**src/rtl/generador_pulsos_rtc_param.sv**
```systemverilog
// Parametrised strobe generator for the multiplexed RTC bus: single write, single read and burst read.
// Optional burst support is compiled in with GEN_PULSOS_BURST_EN; without it funcion=11 is a single read.
module generador_pulsos_rtc_param #(
  parameter int T_ADDR  = 4,
  parameter int T_DATA  = 4,
  parameter int T_GAP   = 2,
  parameter int N_BURST = 9,
  parameter int CNT_W   = 8
) (
  input  logic       clk,
  input  logic       rst,
  input  logic       start,
  input  logic [1:0] funcion,
  input  logic [7:0] addr_in,
  input  logic [7:0] dato_wr_in,
  input  logic [7:0] bus_dato_in,
  output logic       a_d_out,
  output logic       cs_out,
  output logic       wr_out,
  output logic       rd_out,
  output logic       bus_oe_out,
  output logic [7:0] bus_dato_out,
  output logic [7:0] dato_leido_out,
  output logic       dato_valido_out,
  output logic [3:0] addr_RAM_out,
  output logic       funcion_r_w_out,
  output logic       busy_out,
  output logic       done_out
);

  localparam logic [2:0] S_IDLE = 3'd0;
  localparam logic [2:0] S_ADDR = 3'd1;
  localparam logic [2:0] S_GAP1 = 3'd2;
  localparam logic [2:0] S_DATA = 3'd3;
  localparam logic [2:0] S_GAP2 = 3'd4;
  localparam logic [2:0] S_DONE = 3'd5;

  localparam logic [CNT_W-1:0] CNT_ZERO  = CNT_W'(0);
  localparam logic [CNT_W-1:0] CNT_ONE   = CNT_W'(1);
  localparam logic [CNT_W-1:0] ADDR_LAST = CNT_W'(T_ADDR - 1);
  localparam logic [CNT_W-1:0] DATA_LAST = CNT_W'(T_DATA - 1);
  localparam logic [CNT_W-1:0] GAP_LAST  = CNT_W'(T_GAP - 1);

  if (T_ADDR < 1 || T_DATA < 1 || T_GAP < 1 || N_BURST < 1 || N_BURST > 16 ||
      T_ADDR > 2**CNT_W || T_DATA > 2**CNT_W || T_GAP > 2**CNT_W) begin : g_param_chk
    $error("generador_pulsos_rtc_param: invalid parameter set");
  end

  logic [2:0]       state_r, state_s;
  logic [CNT_W-1:0] cnt_r, cnt_s;
  logic [7:0]       addr_r, addr_s;
  logic [7:0]       dato_r, dato_s;
  logic [1:0]       func_r, func_s;
  logic [3:0]       idx_s;
  logic             capture_s;
  logic             burst_more_s;

  logic       a_d_s, cs_s, wr_s, rd_s, oe_s, busy_s, done_s, rw_s;
  logic [7:0] bus_s;

`ifdef GEN_PULSOS_BURST_EN
  localparam logic [3:0] IDX_LAST = 4'(N_BURST - 1);
  logic [3:0] idx_r;

  assign burst_more_s = (func_r == 2'b11) && (idx_r != IDX_LAST);

  // Burst index: cleared while idle, advanced when GAP2 loops back to ADDR
  always_comb begin
    idx_s = idx_r;
    if (state_r == S_IDLE) begin
      idx_s = 4'd0;
    end else if ((state_r == S_GAP2) && (cnt_r == GAP_LAST) && burst_more_s) begin
      idx_s = idx_r + 4'd1;
    end else begin
      idx_s = idx_r;
    end
  end

  // Burst index register
  always_ff @(posedge clk) begin
    if (rst) begin
      idx_r <= 4'd0;
    end else begin
      idx_r <= idx_s;
    end
  end
`else
  assign burst_more_s = 1'b0;
  assign idx_s        = 4'd0;
`endif

  // Next-state, phase counter and latched transaction fields
  always_comb begin
    state_s   = state_r;
    cnt_s     = cnt_r;
    addr_s    = addr_r;
    dato_s    = dato_r;
    func_s    = func_r;
    capture_s = 1'b0;
    case (state_r)
      S_IDLE: begin
        if (start && (funcion != 2'b00)) begin
          state_s = S_ADDR;
          cnt_s   = CNT_ZERO;
          addr_s  = addr_in;
          dato_s  = dato_wr_in;
          func_s  = funcion;
        end else begin
          state_s = S_IDLE;
        end
      end
      S_ADDR: begin
        if (cnt_r == ADDR_LAST) begin
          state_s = S_GAP1;
          cnt_s   = CNT_ZERO;
        end else begin
          cnt_s = cnt_r + CNT_ONE;
        end
      end
      S_GAP1: begin
        if (cnt_r == GAP_LAST) begin
          state_s = S_DATA;
          cnt_s   = CNT_ZERO;
        end else begin
          cnt_s = cnt_r + CNT_ONE;
        end
      end
      S_DATA: begin
        if (cnt_r == DATA_LAST) begin
          state_s   = S_GAP2;
          cnt_s     = CNT_ZERO;
          capture_s = func_r[1];
        end else begin
          cnt_s = cnt_r + CNT_ONE;
        end
      end
      S_GAP2: begin
        if (cnt_r != GAP_LAST) begin
          cnt_s = cnt_r + CNT_ONE;
        end else if (burst_more_s) begin
          state_s = S_ADDR;
          cnt_s   = CNT_ZERO;
          addr_s  = addr_r + 8'd1;
        end else begin
          state_s = S_DONE;
          cnt_s   = CNT_ZERO;
        end
      end
      S_DONE: begin
        state_s = S_IDLE;
        cnt_s   = CNT_ZERO;
      end
      default: begin
        state_s = S_IDLE;
        cnt_s   = CNT_ZERO;
      end
    endcase
  end

  // Pin decode from the next state so the registered pins line up with the state register
  always_comb begin
    a_d_s  = 1'b1;
    cs_s   = 1'b1;
    wr_s   = 1'b1;
    rd_s   = 1'b1;
    oe_s   = 1'b0;
    bus_s  = 8'h00;
    busy_s = 1'b1;
    done_s = 1'b0;
    rw_s   = func_s[1];
    case (state_s)
      S_IDLE: begin
        busy_s = 1'b0;
        rw_s   = 1'b0;
      end
      S_ADDR: begin
        a_d_s = 1'b0;
        cs_s  = 1'b0;
        wr_s  = 1'b0;
        oe_s  = 1'b1;
        bus_s = addr_s;
      end
      S_GAP1, S_GAP2: begin
        busy_s = 1'b1;
      end
      S_DATA: begin
        cs_s = 1'b0;
        if (func_s[1]) begin
          rd_s = 1'b0;
        end else begin
          wr_s  = 1'b0;
          oe_s  = 1'b1;
          bus_s = dato_s;
        end
      end
      S_DONE: begin
        done_s = 1'b1;
      end
      default: begin
        busy_s = 1'b0;
        rw_s   = 1'b0;
      end
    endcase
  end

  // State, counter, transaction latches and all registered outputs
  always_ff @(posedge clk) begin
    if (rst) begin
      state_r         <= S_IDLE;
      cnt_r           <= CNT_ZERO;
      addr_r          <= 8'h00;
      dato_r          <= 8'h00;
      func_r          <= 2'b00;
      a_d_out         <= 1'b1;
      cs_out          <= 1'b1;
      wr_out          <= 1'b1;
      rd_out          <= 1'b1;
      bus_oe_out      <= 1'b0;
      bus_dato_out    <= 8'h00;
      dato_leido_out  <= 8'h00;
      dato_valido_out <= 1'b0;
      addr_RAM_out    <= 4'd0;
      funcion_r_w_out <= 1'b0;
      busy_out        <= 1'b0;
      done_out        <= 1'b0;
    end else begin
      state_r         <= state_s;
      cnt_r           <= cnt_s;
      addr_r          <= addr_s;
      dato_r          <= dato_s;
      func_r          <= func_s;
      a_d_out         <= a_d_s;
      cs_out          <= cs_s;
      wr_out          <= wr_s;
      rd_out          <= rd_s;
      bus_oe_out      <= oe_s;
      bus_dato_out    <= bus_s;
      dato_leido_out  <= capture_s ? bus_dato_in : dato_leido_out;
      dato_valido_out <= capture_s;
      addr_RAM_out    <= idx_s;
      funcion_r_w_out <= rw_s;
      busy_out        <= busy_s;
      done_out        <= done_s;
    end
  end

endmodule

```
**config.mk**
```make
export PLATFORM = sky130hd
export DESIGN_NAME = generador_pulsos_rtc_param
export DESIGN_NICKNAME = d
export VERILOG_FILES = /design/src/rtl/generador_pulsos_rtc_param.sv
export SDC_FILE = /design/constraint.sdc
export NUM_CORES = 1
export LEC_CHECK = 0
export ABC_AREA = 1
export ABC_CLOCK_PERIOD_IN_PS = 3700
export BUFFER_PORTS_ARGS = -buffer_cell sky130_fd_sc_hd__buf_2
export CORE_MARGIN = 2
export CORE_UTILIZATION = 45
export CTS_CLUSTER_SIZE = 8
export DETAILED_ROUTE_END_ITERATION = 6
export GPL_TIMING_DRIVEN = 1
export PLACE_DENSITY = 0.69
export SLEW_MARGIN = 20
export SYNTH_ARGS = -nofsm -noshare
export SYNTH_HDL_FRONTEND = slang
export SYNTH_SLANG_ARGS = --single-unit
```
**constraint.sdc**
```tcl
create_clock -name clk -period 3.7 [get_ports clk]
set_input_delay 0.185 -clock clk [delete_from_list [all_inputs] [get_ports clk]]
set_output_delay 0.185 -clock clk [all_outputs]
set_load 0.01 [all_outputs]
```
==> metrics.txt, run 1 <==
vias in the first global route 1757; Horiz. Die Dim 76.1 um; CP bufs+invs 1; starting density of the core 46.3%; core region area 5040 um^2; Worst setup SP type register; total of flip-flops plus latches after synthesis 53; number of hold-slack violations in the final timing report 0; Syn Area/Cell 8.11 um^2; Clk Latency, worst-skew pair 0.30 ns; Port Buffers 53; Worst path slowest cell nor2_4; buffer type at the clock tree root clkbuf_8; count of final max-slew check failures 0; Avg Vias per Cell 4.71; total wire length after detailed routing 4540 um; height of the die 76.1 um; buffer count from post-CTS setup fixing 0; critical path depth in cells 8; final antenna diode count 0; overall global routing resource usage 17.1%; launch instance of the worst min-delay path addr_in[5]; worst hold stages 3; hold-critical path endpoint addr_r[5]; setup repair after global routing missed its margin false; Period Utilization, post-route 52.2%; Worst Hold Class in -> reg; Final Util 53.3%; ratio of cells with drive above 1 in the final layout 31.5%; post-synthesis to final-layout area growth 15.1%; setup_tns 0 ns; Synth area leaders dfxtp_1, nand2_1, inv_1; gate family responsible for the most delay along the worst path simple AND/OR/NAND/NOR gates; CTS tree yes; first-iteration detailed-routing DRC count 94; number of placement rows 26; die area 5780 um^2; flop2flop setup slack 1.77 ns; CTS-repair resized insts 0; Slew HR 46.8%; delay of the slowest critical-path stage 0.41 ns; most numerous cell on the critical path nand2_2; sequential cell area fraction in the yosys report 45.4%; reported leakage power 1.29 nW; dominant cell type by area after synthesis dfxtp_1; maximum root-to-sink buffer count 2; unique cell type count in the Yosys netlist 35; clock slew at reported path FFs 0.09 ns; number of search-and-repair iterations in the first detailed-routing pass 4; maximum number of pins on one net before global-route repair 26; filler cell count in the final layout 489; power density over the cells 400 nW/um^2; number of buffers inserted during clock tree synthesis 5; fin worst setup slack 1.77 ns; type of the setup path with the least slack reg -> reg; minimum clock period 1.93 ns; grt ovf 0; Net count, final 370; count of hold buffers inserted by post-cts repair 0; CP Data Arrival Time 2.10 ns; post-detail-place hpwl 3290 um; highest net fanout along the worst path 20; max-cap check violation count 0; Worst setup EP type register; critical register-to-register path endpoint wr_out; share of Yosys cell area claimed by the top area cell type 45.4%; DRC violation count after routing 0; final-report setup violation count 0; Clock Sinks 53; I/O pin count 58; vias after detailed routing 1933; number of synthesis warnings 0; global-route wire length before repair 8000 um; f_max 517 MHz; r2r startpoint state_r[1]; run status finished clean; worst clock skew 0.00646 ns; H-Tree Depth 2; remaining antenna violation count after routing 0; synthesized instance count 288; data required time of the critical path 3.87 ns; wire per inst 11.1 um; critical-path cell list nor2_2, nand2_2, nor2_4, inv_2, o21ai_4, nand3_4, nand2_2, nand2_1; worst-case vdd ir drop 0.144 mV; Total Power 1.07 mW; worst setup slack before clock tree synthesis 1.75 ns; total standard cell area after synthesis 2340 um^2; antenna violations before repair 0; gp weighted congestion 0.858; commonest cells after routing, fill and taps aside dfxtp_1, buf_2, nand2_1; worst reg2reg path depth 8; transition time at the pin with the least slew margin 0.796 ns
-- through the flow --
step,instance area (um^2),instances,hold WS [ns]
final,2690,410,0.150
after floorplan,2350,291,0.342
after global routing,2690,410,0.139
after detailed placement,2600,402,0.434
after CTS,2690,410,0.139
after global placement,2600,402,0.433
-- flip-flops by register name (all words and copies together), names as in the netlist --
register         count
done_out             1
state_r              3
rd_out               1
func_r               1
dato_valido_out      1
a_d_out              1
busy_out             1
dato_leido_out       8
bus_dato_out         8
funcion_r_w_out      1
cs_out               1
cnt_r                8
dato_r               8
wr_out               1
addr_r               8
bus_oe_out           1
-- cell usage after synthesis (all sizes together) --
cell / instances
dfxtp: 53
nand2: 53
inv: 39
nor2: 31
o21ai: 31
nand3: 21
or2: 20
a21oi: 19
buf: 9
clkbuf: 3
ha: 2
nand4: 2
a31o: 1
and3: 1
conb: 1
nor3: 1
o21bai: 1
-- worst register-to-register path: cells and delay by family (launching register included) --
kind	cells	cell delay (ns)
AO/OA/AOI/OAI	1	0.22
AND/OR/NAND/NOR	6	0.98
flip-flops	1	0.35
buffers and inverters	1	0.25
-- cells by family after synthesis --
kind of cell	share of synthesized area [%]
flops	45.4
other cells	0.161
compound gates	14.0
fa+ha+maj	1.07
buf+inv	10.4
simple gates	28.9
-- how the worst max path moves through the flow --
| stage | startpoint | endpoint | slack (ns) |
|---|---|---|---|
| floorplan | cnt_r[0] | funcion_r_w_out | 2.27 |
| global placement | state_r[1] | wr_out | 1.77 |
| detailed placement | state_r[1] | wr_out | 1.75 |
| CTS | state_r[1] | wr_out | 1.75 |
| global route | state_r[1] | wr_out | 1.55 |
| finish | state_r[1] | wr_out | 1.77 |
-- routing by layer --
metal / global-route usage (%) / vias up / routed length, um
li1: - / 1002 / -
met5: 0 / - / 0
met1: 22.8 / 866 / 2150
met3: 4.27 / 4 / 281
met4: 5.27 / 0 / 32
met2: 27.4 / 61 / 2070
-- power breakdown --
| group | switching, mW | leakage, nW | internal (mW) | total [mW] |
|---|---|---|---|---|
| logic | 0.0875 | 0.810 | 0.0590 | 0.146 |
| registers | 0.00838 | 0.433 | 0.596 | 0.605 |
| clock network | 0.188 | 0.0456 | 0.135 | 0.323 |
| total | 0.284 | 1.29 | 0.791 | 1.07 |
-- cell type report --
type | count | area (um^2) | share of cell area [%]
Timing Repair Buffer | 53 | 265 | 9.87
Clock buffer | 6 | 72.6 | 2.70
Multi-Input combinational cell | 187 | 1040 | 38.8
Sequential cell | 53 | 1060 | 39.5
Tap cell | 70 | 87.6 | 3.26
Clock inverter | 2 | 13.8 | 0.512
Inverter | 39 | 146 | 5.44
No activity file was read; power rests on OpenSTA's default activity.
==> run 2, diff against run 1 <==
- ABC_CLOCK_PERIOD_IN_PS: 3700 -> 1600
- PLACE_DENSITY: 0.69 -> 0.72
- clock period: 3.7 -> 1.6 ns (I/O delays scaled with it)
==> run 2 against run 1 <==
Against the previous run: sequential power rose by 130%; die area did not move; critical path depth rose by 1; maximum frequency up 25%; clock power rose to 3.3 times the previous value; design area rose by 6.7%; core utilization rose by 3.6 points; global-route usage shrank 0.46 points; clock-buffer cell count fell by 1; worst setup slack worse by 1.7 ns; via count increased by 2.3%; sequential cell count stayed put; largest power group unchanged; highest routed layer unchanged.
==> metrics.txt, run 2 (synthesis gave the netlist of run 1 again) <==
starting density of the core 46.3% (unchanged); worst-case vdd ir drop 0.469 mV (+230%); Final Util 56.9% (+3.6 points); global-route wire length before repair 7960 um (-0.44%); gp weighted congestion 0.765 (-11%); worst clock skew 0.00769 ns (+0.00123 ns); multi-input logic area 1090 um^2 (+4.6%); final antenna diode count 0 (unchanged); Clk Latency, worst-skew pair 0.31 ns (about the same); wire per inst 11.7 um (+5.5%); minimum clock period 1.55 ns (-0.382 ns); reported leakage power 1.37 nW (+6.5%); Period Utilization, post-route 96.9% (+45 points); post-synthesis to final-layout area growth 22.9%; die area 5780 um^2 (unchanged); max-cap check violation count 0 (unchanged); clock slew at reported path FFs 0.10 ns (about the same); post-detail-place hpwl 3480 um (+5.9%); H-Tree Depth 2 (unchanged); flop2flop setup slack 0.05 ns (-1.72 ns); Worst setup SP type register; ratio of cells with drive above 1 in the final layout 34.9% (+3.5 points); Clock Sinks 53 (unchanged); fraction of power consumed by sequential logic 48.9% (-7.4 points); vias after detailed routing 1977 (+2.3%); remaining antenna violation count after routing 0 (unchanged); worst hold slack 0.0250 ns (-0.124 ns); Avg Vias per Cell 4.68 (-0.63%); Horiz. Die Dim 76.1 um (unchanged); met2 demand-to-capacity share in global routing 28.0% (+0.62 points); critical register-to-register path endpoint wr_out; power density over the cells 996 nW/um^2 (+150%); met3 Use GR 4.74% (+0.47 points); switching share of power 24.2% (-2.2 points); number of search-and-repair iterations in the first detailed-routing pass 4 (unchanged); launch instance of the worst min-delay path addr_in[5]; type of the setup path with the least slack reg -> reg; DRC violation count after routing 0 (unchanged); r2r startpoint cnt_r[1]; maximum root-to-sink buffer count 2 (unchanged); worst hold stages 3 (unchanged); number of buffers inserted during clock tree synthesis 5 (unchanged); setup_tns 0 ns (unchanged); Port Buffers 53 (unchanged); f_max 645 MHz (+25%); CTS tree yes; buffer type at the clock tree root clkbuf_8; grt ovf 0 (unchanged); clock network fraction of total power 37.8% (+7.7 points); maximum number of pins on one net before global-route repair 18 (-31%); data required time of the critical path 1.80 ns (-2.07 ns); hold-critical path endpoint addr_r[5]; worst reg2reg path depth 9 (+1); total wire length after detailed routing 4930 um (+8.6%); number of placement rows 26 (unchanged); count of final max-slew check failures 0 (unchanged); most heavily used metal layer in global routing met2; run status finished clean; NetSw 0.693 mW (+140%); global routing usage on met1 21.1% (-1.7 points); CP Data Arrival Time 1.75 ns (-0.35 ns); filler cell count in the final layout 458 (-6.3%); area taken by flip-flops and latches 1060 um^2 (unchanged); vias in the first global route 1805 (+2.7%); highest net fanout along the worst path 5 (-75%); I/O pin count 58 (unchanged); Worst Hold Class in -> reg; height of the die 76.1 um (unchanged); antenna violations before repair 0 (unchanged); crit path launch cnt_r[1]; Worst setup EP type register; first-iteration detailed-routing DRC count 60 (-36%); Net count, final 382 (+3.2%); Power Internal 2.17 mW (+170%); Total Power 2.86 mW (+170%); core region area 5040 um^2 (unchanged); overall global routing resource usage 16.6% (-0.46 points); share of power burned in combinational logic 13.3% (-0.3 points); commonest cells after routing, fill and taps aside dfxtp_1, buf_2, nand2_1; final-report setup violation count 0 (unchanged); number of hold-slack violations in the final timing report 0 (unchanged)
run 2: changes by cell type in the layout (fill, tap and decap cells not counted), sizes merged:
cell	delta
clkbuf	-1
bufinv	+2
clkinv	-1
nand3	+1
buf	+11
run 2: metal layers:
metal	vias up	wire length, um	share of wire (%)
met5	-	0	0
met4	0	38	0.77
met3	4	291	5.9
met2	54	2390	49
met1	889	2210	45
li1	1030	-	-
run 2: how the worst max path moves through the flow:
stage,end,slack (ns),cells past startpoint
after floorplan,funcion_r_w_out,0.17,8
after global placement,bus_dato_out[3],0.1,8
after detailed placement,dato_leido_out[2],0.02,6
after CTS,bus_dato_out[0],0.02,8
after global routing,bus_dato_out[3],-0.02,8
final,wr_out,0.05,9
run 2: metrics by stage:
stage	instances	cell area, um^2	worst slack, ns
4_1_cts	419	2820	0.0187
3_3_place_gp	411	2670	0.0988
2_1_floorplan	291	2350	0.172
6_report	422	2870	0.0490
3_5_place_dp	411	2670	0.0165
5_1_grt	422	2870	-0.0241
run 2: layout make-up:
cell class | instances | share of cell area (%)
clock buffer | 5 | 2.40
clock inverter | 3 | 2.40
inverter | 39 | 5.10
multi-input combinational | 188 | 38.0
sequential | 53 | 37.0
tap | 70 | 3.05
timing repair buffer | 64 | 12.1
run 2: worst max-delay path, stage by stage (launching register included):
cell	delay, ns
dfxtp_1	0.37
ha_2	0.22
inv_1	0.07
nor2_1	0.13
nand3_1	0.11
nand3_2	0.14
buf_4	0.14
nand3_4	0.12
nand2_2	0.09
nand2_1	0.05
run 2: repair_timing:
item / in CTS / in global routing
pin swaps: 0 / 3
gates resized for setup: 1 / 7
hold buffers: 0 / 0
cloned: 0 / 1
setup buffers: 0 / 2
setup endpoints to repair: 2 / 18
run 2: power groups by stage:
stage               Sequential [mW]  Combinational [mW]  Clock (mW)
detailed placement             1.43               0.366           0
global placement               1.43               0.359           0
finish                         1.40               0.381        1.08
global route                   1.40               0.425        1.15
CTS                            1.40               0.367        1.10
floorplan                      1.44               0.255           0
